`config.mk`:
```
export PLATFORM = sky130hd
export DESIGN_NAME = dac_frame_delay_line_flat
export DESIGN_NICKNAME = d
export VERILOG_FILES = /design/src/rtl/dac_frame_delay_line_if.sv /design/src/rtl/dac_frame_delay_line.sv /design/src/flat_wrapper.sv
export SDC_FILE = /design/constraint.sdc
export NUM_CORES = 1
export LEC_CHECK = 0
export BUFFER_PORTS_ARGS = -buffer_cell sky130_fd_sc_hd__buf_2
export CAP_MARGIN = 40
export CORE_MARGIN = 2
export CORE_UTILIZATION = 51
export CTS_CLUSTER_DIAMETER = 120
export DETAILED_ROUTE_END_ITERATION = 10
export PLACE_DENSITY = 0.67
export SLEW_MARGIN = 20
export SYNTH_ARGS = -nofsm -noshare
export SYNTH_HDL_FRONTEND = slang
export SYNTH_SLANG_ARGS = --single-unit
```
`constraint.sdc`:
```
create_clock -name clk -period 2.3 [get_ports clk]
set_clock_uncertainty 0.15 [all_clocks]
set_input_delay 0 -clock clk [delete_from_list [all_inputs] [get_ports clk]]
set_output_delay 0 -clock clk [all_outputs]
set_load 0.02 [all_outputs]
```
`src/rtl/dac_frame_delay_line_if.sv`:
```
`default_nettype none
// ============================================================================
// Module      : dac_frame_delay_line_if
// Description : Sample/frame/valid bundle between the AFE return path and the
//               DAC frame delay line, including hold/mute/latency controls.
// Revision    : 1.0 - initial release
// ============================================================================
interface dac_frame_delay_line_if #(
    parameter int DATA_W = 24,
    parameter int SEL_W  = 4
) ();
    logic [DATA_W-1:0] in_data;
    logic              in_frame;
    logic              in_valid;
    logic              hold;
    logic              mute;
    logic [SEL_W-1:0]  delay_sel;
    logic [DATA_W-1:0] out_data;
    logic              out_frame;
    logic              out_valid;
    logic              settled;

    modport master (
        output in_data, in_frame, in_valid, hold, mute, delay_sel,
        input  out_data, out_frame, out_valid, settled
    );

    modport slave (
        input  in_data, in_frame, in_valid, hold, mute, delay_sel,
        output out_data, out_frame, out_valid, settled
    );
endinterface
`default_nettype wire

```
`src/rtl/dac_frame_delay_line.sv`:
```
`default_nettype none
// ============================================================================
// Module      : dac_frame_delay_line
// Description : Programmable 1..MAX_DEPTH cycle delay for DAC return samples
//               with hold, mute and a settle window after latency changes.
// Revision    : 1.0 - initial release
// ============================================================================
module dac_frame_delay_line #(
    parameter int DATA_W    = 24,
    parameter int MAX_DEPTH = 16,
    parameter int SEL_W     = 4
) (
    input  wire logic              clk,
    input  wire logic              reset_n,
    dac_frame_delay_line_if.slave  bus
);

    localparam int WORD_W = DATA_W + 2;
    localparam int CNT_W  = $clog2(MAX_DEPTH + 1);
    localparam logic [SEL_W-1:0] C_MAX_IDX = SEL_W'(MAX_DEPTH - 1);

    typedef enum logic [0:0] {
        ST_RUN    = 1'b0,
        ST_SETTLE = 1'b1
    } state_t;

    state_t              r_state;
    state_t              w_state_nxt;
    logic [CNT_W-1:0]    r_cnt;
    logic [CNT_W-1:0]    w_cnt_nxt;
    logic [CNT_W-1:0]    w_cnt_load;
    logic [SEL_W-1:0]    r_dsel_q;
    logic [SEL_W-1:0]    w_sel_idx;
    logic [SEL_W-1:0]    w_cur_idx;
    logic                w_adv;
    logic                w_change;
    logic                w_run_nxt;
    logic [WORD_W-1:0]   w_in_word;
    logic [WORD_W-1:0]   w_tap;
    logic [DATA_W-1:0]   r_out_data;
    logic                r_out_frame;
    logic                r_out_valid;
    logic                r_settled;

    function automatic logic [SEL_W-1:0] clamp_idx(input logic [SEL_W-1:0] sel);
        return (sel > C_MAX_IDX) ? C_MAX_IDX : sel;
    endfunction

    assign w_in_word  = {bus.in_data, bus.in_frame, bus.in_valid};
    assign w_adv      = ~bus.hold;
    assign w_change   = (bus.delay_sel != r_dsel_q);
    assign w_sel_idx  = clamp_idx(bus.delay_sel);
    assign w_cur_idx  = clamp_idx(r_dsel_q);
    assign w_cnt_load = CNT_W'(w_sel_idx) + CNT_W'(1);

    // The output register acts as the last stage: after an advance it holds
    // what stage[D-1] would hold, so only D-1 storage stages sit in front.
    generate
        if (MAX_DEPTH > 1) begin : g_chain
            logic [WORD_W-1:0] r_stage [MAX_DEPTH-1];

            always_ff @(posedge clk or negedge reset_n) begin
                if (!reset_n) begin
                    for (int k = 0; k < MAX_DEPTH - 1; k++) begin
                        r_stage[k] <= '0;
                    end
                end else if (w_adv) begin
                    r_stage[0] <= w_in_word;
                    for (int k = 1; k < MAX_DEPTH - 1; k++) begin
                        r_stage[k] <= r_stage[k-1];
                    end
                end
            end

            always_comb begin
                w_tap = w_in_word;
                for (int k = 0; k < MAX_DEPTH - 1; k++) begin
                    if (w_cur_idx == SEL_W'(k + 1)) begin
                        w_tap = r_stage[k];
                    end
                end
            end
        end else begin : g_single
            assign w_tap = w_in_word;
        end
    endgenerate

    always_ff @(posedge clk or negedge reset_n) begin
        if (!reset_n) begin
            r_state   <= ST_RUN;
            r_cnt     <= '0;
            r_dsel_q  <= '0;
            r_settled <= 1'b1;
        end else begin
            r_state   <= w_state_nxt;
            r_cnt     <= w_cnt_nxt;
            r_dsel_q  <= bus.delay_sel;
            r_settled <= (w_state_nxt == ST_RUN);
        end
    end

    // A latency change wins over everything, including hold, and restarts
    // the settle window with the newly requested depth.
    always_comb begin
        w_state_nxt = r_state;
        w_cnt_nxt   = r_cnt;
        if (w_change) begin
            w_state_nxt = ST_SETTLE;
            w_cnt_nxt   = w_cnt_load;
        end else begin
            case (r_state)
                ST_SETTLE: begin
                    if (w_adv) begin
                        if (r_cnt <= CNT_W'(1)) begin
                            w_state_nxt = ST_RUN;
                            w_cnt_nxt   = '0;
                        end else begin
                            w_cnt_nxt = r_cnt - CNT_W'(1);
                        end
                    end
                end
                default: begin
                    w_state_nxt = ST_RUN;
                end
            endcase
        end
    end

    assign w_run_nxt = (w_state_nxt == ST_RUN);

    always_ff @(posedge clk or negedge reset_n) begin
        if (!reset_n) begin
            r_out_data  <= '0;
            r_out_frame <= 1'b0;
            r_out_valid <= 1'b0;
        end else if (w_adv) begin
            r_out_data  <= (w_run_nxt && !bus.mute) ? w_tap[WORD_W-1:2] : '0;
            r_out_frame <= w_run_nxt & w_tap[1];
            r_out_valid <= w_run_nxt & w_tap[0];
        end
    end

    assign bus.out_data  = r_out_data;
    assign bus.out_frame = r_out_frame;
    assign bus.out_valid = r_out_valid;
    assign bus.settled   = r_settled;

endmodule
`default_nettype wire

```
`src/flat_wrapper.sv`:
```
// flat-port wrapper written by rule: the top's interface ports become plain ports
module dac_frame_delay_line_flat 
#(
    parameter int DATA_W    = 24,
    parameter int MAX_DEPTH = 16,
    parameter int SEL_W     = 4
)
  (clk, reset_n, bus_in_data, bus_in_frame, bus_in_valid, bus_hold, bus_mute, bus_delay_sel, bus_out_data, bus_out_frame, bus_out_valid, bus_settled);
  dac_frame_delay_line_if #(.DATA_W(DATA_W), .SEL_W(SEL_W)) bus_i ();
  input  wire logic clk;
  input  wire logic reset_n;
  input wire logic [$bits(bus_i.in_data)-1:0] bus_in_data;
  input wire logic [$bits(bus_i.in_frame)-1:0] bus_in_frame;
  input wire logic [$bits(bus_i.in_valid)-1:0] bus_in_valid;
  input wire logic [$bits(bus_i.hold)-1:0] bus_hold;
  input wire logic [$bits(bus_i.mute)-1:0] bus_mute;
  input wire logic [$bits(bus_i.delay_sel)-1:0] bus_delay_sel;
  output wire logic [$bits(bus_i.out_data)-1:0] bus_out_data;
  output wire logic [$bits(bus_i.out_frame)-1:0] bus_out_frame;
  output wire logic [$bits(bus_i.out_valid)-1:0] bus_out_valid;
  output wire logic [$bits(bus_i.settled)-1:0] bus_settled;
  assign bus_i.in_data = bus_in_data;
  assign bus_i.in_frame = bus_in_frame;
  assign bus_i.in_valid = bus_in_valid;
  assign bus_i.hold = bus_hold;
  assign bus_i.mute = bus_mute;
  assign bus_i.delay_sel = bus_delay_sel;
  assign bus_out_data = bus_i.out_data;
  assign bus_out_frame = bus_i.out_frame;
  assign bus_out_valid = bus_i.out_valid;
  assign bus_settled = bus_i.settled;
  dac_frame_delay_line #(.DATA_W(DATA_W), .MAX_DEPTH(MAX_DEPTH), .SEL_W(SEL_W)) u_core (.clk(clk), .reset_n(reset_n), .bus(bus_i));
endmodule
```
Word level (Yosys, flattened, before mapping). Cells that the tools add are included. Widths: inputs -> output; s select.

Reduce and logical (&&, ||, !) cells: 4. $add $sub $neg: 2. Equality and inequality tests: 17. Mux-type cells: 26. Magnitude comparators: 3. Bitwise operators: 3.

Operators with widths (number): $mux 26 (15); $eq 4x4->1 const B (8); $mux 24 (1); $mux 5 (4); $eq 4x3->1 const B (4); $eq 4x2->1 const B (2); $gt 4x4->1 const B (2); $mux 4 (2); $add 4x1->5 const B (1); $le 5x1->1 const B (1); $sub 5x1->5 const B (1); $eq 4x1->1 const B (1); $mux 1 (4); $ne 4x4->1 (1); $and 1x1->1 (2); $ne 2x1->1 const B (1); $reduce_and 2->1 (1); $reduce_bool 2->1 (1); $logic_and 1x1->1 (1); $logic_not 1->1 (1); $not 1->1 (1).

Input bits: 34. Output and inout port bits: 27. Flip-flop bits (word level): 427.

Longest topological paths before layout. Gate-level depths: netlist of the first run.

Depth after elaboration: 19. Depth in mapped cells: 10. Gate-level depth less buffers: 7.

Worst setup path before layout of the first run. Ideal clock, no wire load.

Path type: register to register. Start: register u_core.r_dsel_q[1]. End: register u_core.r_out_data[19], in the netlist u_core.bus.out_data[19]. Path buffers: 2. Slack: 0.347 ns. Stages on the path, launching flop included: 9. Data arrival time: 1.680 ns. Setup time: 0.123 ns. Path through: dfrtp_1 buf_6 or3_4 buf_6 o32ai_2 a21oi_1 a211o_1 a31oi_1 o21ai_1.

Word-level cells in the longest chain between the ends: 19. Elaborated cells between the ends (all ways): 37. Classes of those cells: order compare (1); eq/ne (16); mux (18); bitwise (1); reduce/logical (1).

Ends and longest elaborated chain: from (decl) (line dac_frame_delay_line.sv:32) `logic [SEL_W-1:0] r_dsel_q;`; from (signal assigned) (line dac_frame_delay_line.sv:97) `r_dsel_q <= bus.delay_sel;`; $gt 4x4->1 (line dac_frame_delay_line.sv:46) `return (sel > C_MAX_IDX) ? C_MAX_IDX : sel;`; $mux 4 (line dac_frame_delay_line.sv:46); $eq 4x1->1 (line dac_frame_delay_line.sv:78) `if (w_cur_idx == SEL_W'(k + 1)) begin`; $mux 26 (15 in a row) (line dac_frame_delay_line.sv:78); $mux 24 (*) (line dac_frame_delay_line.sv:137) `r_out_data <= (w_run_nxt && !bus.mute) ? w_tap[WORD_W-1:2] : '0;`; to (signal assigned) (line dac_frame_delay_line.sv:137); to (decl) (line dac_frame_delay_line.sv:40) `logic [DATA_W-1:0] r_out_data;`.

Every way passes the cells marked *; elsewhere a longest branch is shown, timed or not. A chain may end at the register's enable or synchronous reset.

Worst setup path in the final report of the first run. Same ends and word-level chain as after synthesis.

==> results of run 1 <==
cell usage after synthesis, drive strengths merged, types with 3 or more instances:
cell	n	area share [%]
a211oi	4	0.15
a21oi	129	3.2
a22oi	4	0.15
a31oi	24	0.73
a32oi	4	0.17
and2	21	0.64
buf	97	2.6
clkbuf	51	0.93
dfrtp	426	52
ha	3	0.18
inv	29	0.53
mux2	373	20
mux2i	48	2.3
mux4	3	0.33
nand2	90	1.6
nand2b	11	0.34
nand3	7	0.17
nor2	57	1.0
nor2b	27	0.82
nor3	12	0.29
o2111ai	3	0.13
o211ai	8	0.29
o21a	4	0.15
o21ai	159	3.9
o221ai	24	1.0
o22ai	48	1.5
o2bb2ai	36	1.5
o31ai	21	0.77
o32ai	3	0.16
or3	3	0.12
xnor2	5	0.21
metal layers:
| metal | global-route usage, % | vias up |
|---|---|---|
| met5 | 0 | - |
| met4 | 7.14 | 0 |
| met3 | 4.08 | 82 |
| met2 | 37.0 | 347 |
| met1 | 37.1 | 7202 |
| li1 | - | 6678 |
sequential cells by signal (all words and copies together) (netlist names):
register / count
u_core.g_chain.r_stage: 390
u_core.bus.out_data: 24
u_core.r_cnt: 5
u_core.r_dsel_q: 4
u_core.bus.out_frame: 1
u_core.bus.out_valid: 1
u_core.bus.settled: 1
u_core.r_state: 1
logic make-up after synthesis:
kind of cell | synth area share, %
AO/OA/AOI/OAI | 14.7
flip-flops | 52.1
multiplexers | 23.2
AND/OR/NAND/NOR | 5.46
buffers and inverters | 4.07
XOR/XNOR | 0.256
adder cells (fa/ha/maj) | 0.183
worst max path at each step:
| stage | end | slack (ns) | start | depth (start not counted) |
|---|---|---|---|---|
| after detailed placement | u_core.bus.out_valid | 0.04 | u_core.r_dsel_q[1] | 8 |
| after global placement | u_core.bus.out_data[19] | 0.07 | u_core.r_dsel_q[1] | 6 |
| final | u_core.bus.out_data[19] | 0.03 | u_core.r_dsel_q[1] | 6 |
| after floorplan | u_core.bus.out_data[19] | 0.35 | u_core.r_dsel_q[1] | 8 |
| after global routing | u_core.bus.out_data[7] | -0.07 | u_core.r_dsel_q[1] | 9 |
| after CTS | u_core.bus.out_data[10] | 0.03 | u_core.r_dsel_q[1] | 9 |
cell usage in the layout, fill, tap and decap left out, types with 4 or more instances in the layout:
master / instances
sky130_fd_sc_hd__dfrtp_1: 422
sky130_fd_sc_hd__and2_1: 21
sky130_fd_sc_hd__dlygate4sd3_1: 38
sky130_fd_sc_hd__mux2_2: 373
sky130_fd_sc_hd__o211ai_1: 8
sky130_fd_sc_hd__clkbuf_16: 47
sky130_fd_sc_hd__o21ai_1: 28
sky130_fd_sc_hd__inv_1: 29
sky130_fd_sc_hd__nand2_1: 90
sky130_fd_sc_hd__a211oi_1: 4
sky130_fd_sc_hd__nand2b_1: 11
sky130_fd_sc_hd__o221ai_1: 24
sky130_fd_sc_hd__clkinv_2: 11
sky130_fd_sc_hd__buf_4: 66
sky130_fd_sc_hd__buf_2: 58
sky130_fd_sc_hd__o21ai_0: 130
sky130_fd_sc_hd__a22oi_1: 4
sky130_fd_sc_hd__nand3_1: 7
sky130_fd_sc_hd__a32oi_1: 4
sky130_fd_sc_hd__a21oi_1: 127
sky130_fd_sc_hd__nor2b_1: 25
sky130_fd_sc_hd__o21a_1: 4
sky130_fd_sc_hd__clkbuf_8: 11
sky130_fd_sc_hd__a31oi_1: 23
sky130_fd_sc_hd__o22ai_1: 46
sky130_fd_sc_hd__buf_12: 33
sky130_fd_sc_hd__bufinv_16: 4
sky130_fd_sc_hd__nor3_1: 11
sky130_fd_sc_hd__o2bb2ai_1: 36
sky130_fd_sc_hd__mux2i_1: 48
sky130_fd_sc_hd__clkbuf_1: 7
sky130_fd_sc_hd__o31ai_1: 18
sky130_fd_sc_hd__nor2_1: 57
sky130_fd_sc_hd__xnor2_1: 4
final cells by class:
| cell class | instances | area (µm²) |
|---|---|---|
| Fill cell | 3200 | 15800 |
| Tap cell | 525 | 657 |
| Sequential cell | 427 | 10700 |
| Clock inverter | 17 | 191 |
| Antenna cell | 1 | 2.50 |
| Clock buffer | 65 | 1350 |
| Inverter | 29 | 109 |
| Timing Repair Buffer | 199 | 1880 |
| Multi-Input combinational cell | 1161 | 9040 |
where the power goes:
part / internal, mW / switching (mW) / leakage (nW)
clock: 4.53 / 2.99 / 0.771
combinational: 2.71 / 1.88 / 4.31
sequential: 9.92 / 1.83 / 5.23
total: 17.2 / 6.70 / 10.3
per-stage QoR:
step	std cells	setup WS, ns
finish	2424	0.0332
global route	2424	-0.0721
CTS	2423	0.0280
detailed placement	2302	0.0395
global placement	2302	0.0707
floorplan	1765	0.347
repair_timing:
action	CTS	global route
hold buffers	39	0
resized for setup	1	13
hold endpoints to repair	538	0
setup endpoints to repair	1	18
pin swaps	0	1
==> metrics, run 1 <==
outcome=completed; number of synthesized register bits=427; number of maximum-capacitance violations=0; signed area change from the synthesized netlist to the final layout=16.8%; grt total ovfl=0; yosys warns=0; TritonCTS clock tree=built; average detailed-routed wire length per instance=20.8 µm; final instance area=23900 µm²; global routing usage summed across all routing layers=24.7%; Rows=73; pins over their slew limit=0; number of buffers created by CTS=45; Core Area=39700 µm²; unique cell type count in the Yosys netlist=62; Worst Hold Class=input port to register; buffer depth of the longest clock path=3; final cycle utilization of the critical path=98.6%; Least-Margin Pin Slew=0.624 ns; launching element type of the critical path=register; PD cells=997 nW/µm²; min Tclk post-route=2.27 ns; Data required, critical path=2.59 ns; R2R Path End=u_core.bus.out_data[19]; residual DRC count=0; Crit Reg-Reg Startpoint=u_core.r_dsel_q[1]; hold_ws=0.0369 ns; CP Capture Type=register; sequential fraction of the synthesis area=52.1%; WL met3=2710 µm; insertion delay of the later-clocked pin in the worst-skew pair=0.56 ns; kind of critical path=register to register; synthesized instance count=1765; highest clock rate=441 MHz; post-detailed-routing wire length=50400 µm; iteration count of the initial detailed-routing pass=5; number of global-route vias before repair=14212; count of boundary I/O pins=61; register-to-register setup slack=0.03 ns; number of cells on the worst hold path=2; Leak=10.3 nW; Setup-failing EPs final=0; Final ANT Viol Nets=0; clk root buf=sky130_fd_sc_hd__clkbuf_16; synthesized area per cell=11.6 µm²; top layer used by detailed routing=met4; cell area after technology mapping=20500 µm²; list of cells traversed by the critical path=or3_4 > o32ai_2 > a21oi_1 > a211o_1 > a31oi_1 > o21ai_1; Setup Total Neg Slack=0 ns; share of cells above drive strength 1=33.6%; hold path start=bus_delay_sel[2]; biggest fanout along the worst timing path=23; met1 wire length=24000 µm; longest individual stage delay on the worst path=0.58 ns; final layout net count=1900; last weighted congestion value of the routability-driven placer=0.822; final hold viol count=0; Die W=204 µm; overall power after layout=23.9 mW; Post-CTS Setup Bufs=0; number of antenna violations at the first check in global routing=2; Initial Util=51.6%; terminating pin of the worst hold path=u_core.r_dsel_q[2]; number of enable flip-flop cells after synthesis=0; worst ir drop on vdd=629 µV; Register-to-Register Path Depth=6; Final HPWL DP=32100 µm; utilization after layout=60.2%; Detailed Route Iter0 Violations=1147; cell at the slowest stage of the critical path=sky130_fd_sc_hd__or3_4; met2 wirelength from detailed routing=22700 µm; count of buffering cells on the critical path with inverters included=0; signal arrival time at the worst endpoint=2.55 ns; vias per std cell=5.90; global-route wire length before repair=81400 µm; clock transition time at the flip-flop clock pins of the worst setup and hold paths=0.06 ns; dominant delay contributor by cell family on the critical path=compound AO/OA/AOI/OAI gates; via count=14309; count of port buffers added during placement=60; share of flip-flops with an asynchronous set or reset after synthesis=100%; die span in y=204 µm; placed instance area=21900 µm²; maximum number of pins on one net before global-route repair=73; H-tree depth reported by CTS=2; normalized max-slew margin=58.4%; net count after synthesis=1802; area of the die=41800 µm²; RSZ-0062 raised after global routing=true; Top FF cell, synth=sky130_fd_sc_hd__dfrtp_1; CTS sink cnt=427
Power figures use the tool's default switching activity.
==> run 2: changes to the inputs <==
CELL_PAD_IN_SITES_DETAIL_PLACEMENT = 0   (was default)
CELL_PAD_IN_SITES_GLOBAL_PLACEMENT = 1   (was default)
PLACE_DENSITY = default   (was 0.67)
PLACE_DENSITY_LB_ADDON = 0.1   (was default)
clock period = 2.8 ns   (was 2.3 ns; I/O delays follow)
==> run 2 against run 1 <==
Critical path depth increased by 2. First-iteration DRC count decreased by 13%. Register-to-register slack better by 0.16 ns. Global-route usage grew 0.63 points. Via count down 0.46%. Routed wire length increased by 1.7%. Clock power decreased by 12%. Sequential power fell by 18%. Combinational power is 20% lower. Die area unchanged. Cell area shrank 1.4%.
==> metrics, run 2 (synthesis gave the netlist of run 1 again) <==
residual DRC count=0 (unchanged); signed area change from the synthesized netlist to the final layout=15.1% (was 16.8%); placed instance area=21500 µm² (was 21900 µm²); outcome=completed (unchanged); flip-flop count of the largest register after layout=390 (unchanged); Worst Hold Class=input port to register (unchanged); global routing usage summed across all routing layers=25.4% (was 24.7%); TritonCTS clock tree=built (unchanged); Least-Margin Pin Slew=0.776 ns (was 0.624 ns); longest individual stage delay on the worst path=0.57 ns (was 0.58 ns); min Tclk post-route=2.60 ns (was 2.27 ns); count of boundary I/O pins=61 (unchanged); highest-count cells in the layout ignoring fill and taps=sky130_fd_sc_hd__dfrtp_1, sky130_fd_sc_hd__mux2_2, sky130_fd_sc_hd__o21ai_0, sky130_fd_sc_hd__a21oi_1, sky130_fd_sc_hd__nand2_1 (unchanged); global-route wire length before repair=82300 µm (was 81400 µm); hold_ws=0.0784 ns (was 0.0369 ns); count of port buffers added during placement=60 (unchanged); clock transition time at the flip-flop clock pins of the worst setup and hold paths=0.06 ns (about the same); CP Capture Type=register (unchanged); pins over their slew limit=0 (unchanged); H-tree depth reported by CTS=2 (unchanged); Place WS=0.263 ns (was 0.0395 ns); utilization after layout=59.4% (was 60.2%); list of cells traversed by the critical path=buf_4 > a21oi_2 > buf_4 > o2bb2ai_1 > o31ai_1 > buf_4 > a31oi_1 > o21ai_1 (was or3_4 > o32ai_2 > a21oi_1 > a211o_1 > a31oi_1 > o21ai_1); insertion delay of the later-clocked pin in the worst-skew pair=0.58 ns (was 0.56 ns); worst ir drop on vdd=488 µV (was 629 µV); post-detailed-routing wire length=51300 µm (was 50400 µm); die span in y=204 µm (unchanged); most common cell after layout, fill and taps aside=sky130_fd_sc_hd__dfrtp_1 (unchanged); count of buffering cells on the critical path with inverters included=3 (was 0); Final HPWL DP=32400 µm (was 32100 µm); overall power after layout=19.9 mW (was 23.9 mW); Leak=10.1 nW (was 10.3 nW); clk root buf=sky130_fd_sc_hd__clkbuf_16 (unchanged); buffer depth of the longest clock path=3 (unchanged); kind of critical path=register to register (unchanged); final layout net count=1873 (was 1900); Rows=73 (unchanged); area of all sequential standard cells=10700 µm² (unchanged); Final ANT Viol Nets=0 (unchanged); vias per std cell=5.94 (was 5.90); Die W=204 µm (unchanged); dominant delay contributor by cell family on the critical path=compound AO/OA/AOI/OAI gates (unchanged); number of filler instances in the final layout=3264 (was 3200); last weighted congestion value of the routability-driven placer=0.826 (was 0.822); placed insts=2267 (was 2302); CTS sink cnt=427 (unchanged); setup ws final=0.196 ns (was 0.0332 ns); number of maximum-capacitance violations=0 (unchanged); cell at the slowest stage of the critical path=sky130_fd_sc_hd__o31ai_1 (was sky130_fd_sc_hd__or3_4); launching element type of the critical path=register (unchanged); iteration count of the initial detailed-routing pass=6 (was 5); antenna cells=0 (was 1); average detailed-routed wire length per instance=21.4 µm (was 20.8 µm); final instance area=23600 µm² (was 23900 µm²); normalized max-slew margin=48.2% (was 58.4%); Setup-failing EPs final=0 (unchanged); RSZ-0062 raised after global routing=false (was true); maximum number of pins on one net before global-route repair=102 (was 73); grt total ovfl=0 (unchanged); number of buffers created by CTS=47 (was 45); number of antenna violations at the first check in global routing=1 (was 2); via count=14243 (was 14309); post-layout instance count excluding filler cells=2398 (was 2424); most repeated library cell on the critical path=sky130_fd_sc_hd__buf_4; final hold viol count=0 (unchanged); biggest fanout along the worst timing path=36 (was 23); Setup Total Neg Slack=0 ns (unchanged); final cycle utilization of the critical path=93.0% (was 98.6%); Core Area=39700 µm² (unchanged); Largest Register=u_core.g_chain.r_stage (unchanged); PD cells=844 nW/µm² (was 997 nW/µm²); share of cells above drive strength 1=31.8% (was 33.6%); Initial Util=51.6% (unchanged); signal arrival time at the worst endpoint=2.95 ns (was 2.55 ns); highest clock rate=384 MHz (was 441 MHz); Detailed Route Iter0 Violations=994 (was 1147); Data required, critical path=3.15 ns (was 2.59 ns); area of the die=41800 µm² (unchanged); number of global-route vias before repair=13859 (was 14212); area occupied by multi-input gates=8990 µm² (was 9040 µm²); register-to-register setup slack=0.20 ns (was 0.03 ns)
## run 2: layer usage
layer | part of all wire, % | global-route usage, %
met5 | 0 | 0
met1 | 51 | 40.7
met3 | 5.1 | 4.02
met2 | 42 | 35.3
met4 | 1.7 | 6.65
## run 2: final timing paths
check                                         endpoint               startpoint  depth (start not counted)
hold reg to reg                u_core.bus.out_data[13]  u_core.bus.out_data[13]                          2
setup / recovery                u_core.bus.out_data[5]       u_core.r_dsel_q[1]                          8
min in group asynchronous  u_core.g_chain.r_stage[124]                  reset_n                          4
setup reg to reg                u_core.bus.out_data[5]       u_core.r_dsel_q[1]                          8
max in group asynchronous           u_core.r_dsel_q[1]                  reset_n                          4
hold / removal                         u_core.r_cnt[0]         bus_delay_sel[0]                          3
## run 2: repair_timing
item / 4_1_cts / 5_1_grt
endpoints found under the setup margin: 0 / 0
hold buffers: 45 / 0
setup buffers: 0 / 0
hold endpoints to repair: 563 / 0
gates resized for setup: 0 / 0
## run 2: worst min-delay path, stage by stage
cell and delay [ns]:
sky130_fd_sc_hd__dlygate4sd3_1 0.52, sky130_fd_sc_hd__buf_2 0.16, sky130_fd_sc_hd__mux2i_1 0.08
## run 2: area by class of cell
class	instances	area share, %
clock inverter	16	1.03
tap	525	2.78
inverter	29	0.461
sequential	427	45.3
clock buffer	70	6.04
multi-input combinational	1161	38.1
timing repair buffer	170	6.26
## run 2: power breakdown
group / internal, mW / switching (mW) / total, mW
registers: 8.15 / 1.47 / 9.61
clock network: 4.07 / 2.55 / 6.62
logic: 2.15 / 1.54 / 3.69
==> run 3: changes to the inputs <==
GPL_TIMING_DRIVEN = 0   (was default)
==> run 3 against run 2 <==
Fmax down 5.0%. Clock power down 8.8%. Count of clock-buffer cells in the layout down 4. Largest power group unchanged.
==> metrics, run 3 (synthesis gave the netlist of run 1 again) <==
GRT met1 Usage=43.8% (was 40.7%); number of maximum-capacitance violations=0 (unchanged); placed instance area=21600 µm² (was 21500 µm²); min Tclk post-route=2.74 ns (was 2.60 ns); register-to-register setup slack=0.06 ns (was 0.20 ns); number of global-route vias before repair=15244 (was 13859); Setup-failing EPs final=0 (unchanged); CP Capture Type=register (unchanged); PD cells=830 nW/µm² (was 844 nW/µm²); clk root buf=sky130_fd_sc_hd__clkbuf_16 (unchanged); signal arrival time at the worst endpoint=3.05 ns (was 2.95 ns); count of port buffers added during placement=60 (unchanged); Largest Register=u_core.g_chain.r_stage (unchanged); Final ANT Viol Nets=0 (unchanged); CTS sink cnt=427 (unchanged); global-route wire length before repair=97000 µm (was 82300 µm); highest clock rate=365 MHz (was 384 MHz); biggest fanout along the worst timing path=10 (was 36); last weighted congestion value of the routability-driven placer=0.947 (was 0.826); Final HPWL DP=45600 µm (was 32400 µm); post-detailed-routing wire length=63200 µm (was 51300 µm); highest-count cells in the layout ignoring fill and taps=sky130_fd_sc_hd__dfrtp_1, sky130_fd_sc_hd__mux2_2, sky130_fd_sc_hd__buf_2, sky130_fd_sc_hd__o21ai_0, sky130_fd_sc_hd__a21oi_1 (was sky130_fd_sc_hd__dfrtp_1, sky130_fd_sc_hd__mux2_2, sky130_fd_sc_hd__o21ai_0, sky130_fd_sc_hd__a21oi_1, sky130_fd_sc_hd__nand2_1); worst ir drop on vdd=450 µV (was 488 µV); flip-flop count of the largest register after layout=390 (unchanged); Detailed Route Iter0 Violations=1077 (was 994); final cycle utilization of the critical path=97.9% (was 93.0%); global routing usage summed across all routing layers=31.2% (was 25.4%); launching element type of the critical path=register (unchanged); Setup Total Neg Slack=0 ns (unchanged); TritonCTS clock tree=built (unchanged); count of boundary I/O pins=61 (unchanged); Leak=10.2 nW (was 10.1 nW); Rows=73 (unchanged); Worst Hold Class=input port to register (unchanged); outcome=completed (unchanged); clock transition time at the flip-flop clock pins of the worst setup and hold paths=0.06 ns (about the same); share of cells above drive strength 1=32.7% (was 31.8%); global routing met2 resource utilization=49.6% (was 35.3%); number of antenna violations at the first check in global routing=3 (was 1); area of the die=41800 µm² (unchanged); normalized max-slew margin=35.7% (was 48.2%); via count=14971 (was 14243); final layout net count=1958 (was 1873); Core Area=39700 µm² (unchanged); maximum number of pins on one net before global-route repair=97 (was 102); H-tree depth reported by CTS=2 (unchanged); residual DRC count=0 (unchanged); met3 usage=4.35% (was 4.02%); overall power after layout=19.6 mW (was 19.9 mW); buffer depth of the longest clock path=3 (unchanged); Initial Util=51.6% (unchanged); Register-to-Register Path Depth=7 (was 8); hold path start=bus_delay_sel[0] (unchanged); kind of critical path=register to register (unchanged); number of cells on the worst hold path=3 (unchanged); Crit Reg-Reg Startpoint=u_core.r_dsel_q[2] (was u_core.r_dsel_q[1]); most common cell after layout, fill and taps aside=sky130_fd_sc_hd__dfrtp_1 (unchanged); RSZ-0062 raised after global routing=false (unchanged); R2R Path End=u_core.bus.out_data[21] (was u_core.bus.out_data[5]); vias per std cell=6.04 (was 5.94); insertion delay of the later-clocked pin in the worst-skew pair=0.59 ns (was 0.58 ns); grt total ovfl=0 (unchanged); global route hottest layer=met2 (was met1); die span in y=204 µm (unchanged); final instance area=23500 µm² (was 23600 µm²); Post-CTS Setup Bufs=0 (unchanged); average detailed-routed wire length per instance=25.5 µm (was 21.4 µm); pins over their slew limit=0 (unchanged); number of buffers created by CTS=46 (was 47); final hold viol count=0 (unchanged); Die W=204 µm (unchanged); iteration count of the initial detailed-routing pass=5 (was 6); Data required, critical path=3.11 ns (was 3.15 ns); signed area change from the synthesized netlist to the final layout=14.9% (was 15.1%); terminating pin of the worst hold path=u_core.r_cnt[0] (unchanged); Least-Margin Pin Slew=0.965 ns (was 0.776 ns)
==> run 3: cell types whose count changed in the layout (fill, tap and decap cells not counted), sizes merged, moves of 3 or more <==
cell	delta
clkbuf	+49
inv	+3
dlygate4sd3	-6
buf	+39
bufinv	-4
==> run 3: layout make-up <==
class                   count  area (µm²)
fillers                  3411       16200
flip-flops and latches    427       10700
multi-input cells        1161        9050
clock buffers              66        1330
repair buffers            108         840
plain buffers             148         738
well taps                 525         657
clock inverters            14         141
inverters                  29         109
diodes                      1        2.50
==> run 3: report_power, final <==
part / switching, mW / internal [mW] / leakage (nW)
Sequential: 1.52 / 8.14 / 5.24
Combinational: 1.71 / 2.13 / 4.21
Clock: 2.57 / 3.47 / 0.726
==> run 3: how the worst max path moves through the flow <==
stage	startpoint	endpoint	slack [ns]
6_report	u_core.r_dsel_q[2]	u_core.bus.out_data[21]	0.06
5_1_grt	u_core.r_dsel_q[3]	u_core.bus.out_data[20]	0.002
4_1_cts	u_core.r_dsel_q[2]	u_core.bus.out_data[6]	0.01
3_5_place_dp	u_core.r_dsel_q[2]	u_core.bus.out_data[6]	-0.24
3_3_place_gp	reset_n	u_core.g_chain.r_stage[345]	-7.03
2_1_floorplan	u_core.r_dsel_q[1]	u_core.bus.out_data[19]	0.85
==> run 3: metrics by stage <==
stage | std cells | hold WS [ns] | utilization [%] | setup slack (ns)
after floorplan | 1765 | -0.446 | - | 0.847
final | 2479 | 0.0695 | 59.3 | 0.0595
after global placement | 2350 | 0.0193 | 54.0 | -7.03
after global routing | 2478 | 0.0929 | 59.3 | 0.00155
after CTS | 2477 | 0.0456 | 59.1 | 0.00970
after detailed placement | 2359 | -0.0841 | 54.4 | -0.242
==> run 3: critical path: stages (launching register included) <==
cell and delay [ns]:
sky130_fd_sc_hd__dfrtp_1 0.39, sky130_fd_sc_hd__buf_2 0.20, sky130_fd_sc_hd__buf_2 0.23, sky130_fd_sc_hd__nand2_1 0.48, sky130_fd_sc_hd__clkbuf_1 0.66, sky130_fd_sc_hd__a21oi_1 0.13, sky130_fd_sc_hd__a31oi_1 0.27, sky130_fd_sc_hd__o21ai_1 0.09
==> run 3: routing by layer <==
metal / wire (µm) / vias up
met5: 11 / -
met4: 2100 / 2
met3: 3800 / 124
met2: 29000 / 503
met1: 28300 / 7559
li1: - / 6783
==> run 3: repair_timing <==
| item | CTS | global route |
|---|---|---|
| resized for setup | 9 | 19 |
| hold endpoints to repair | 295 | 0 |
| hold buffers | 38 | 0 |
| endpoints found under the setup margin | 22 | 21 |
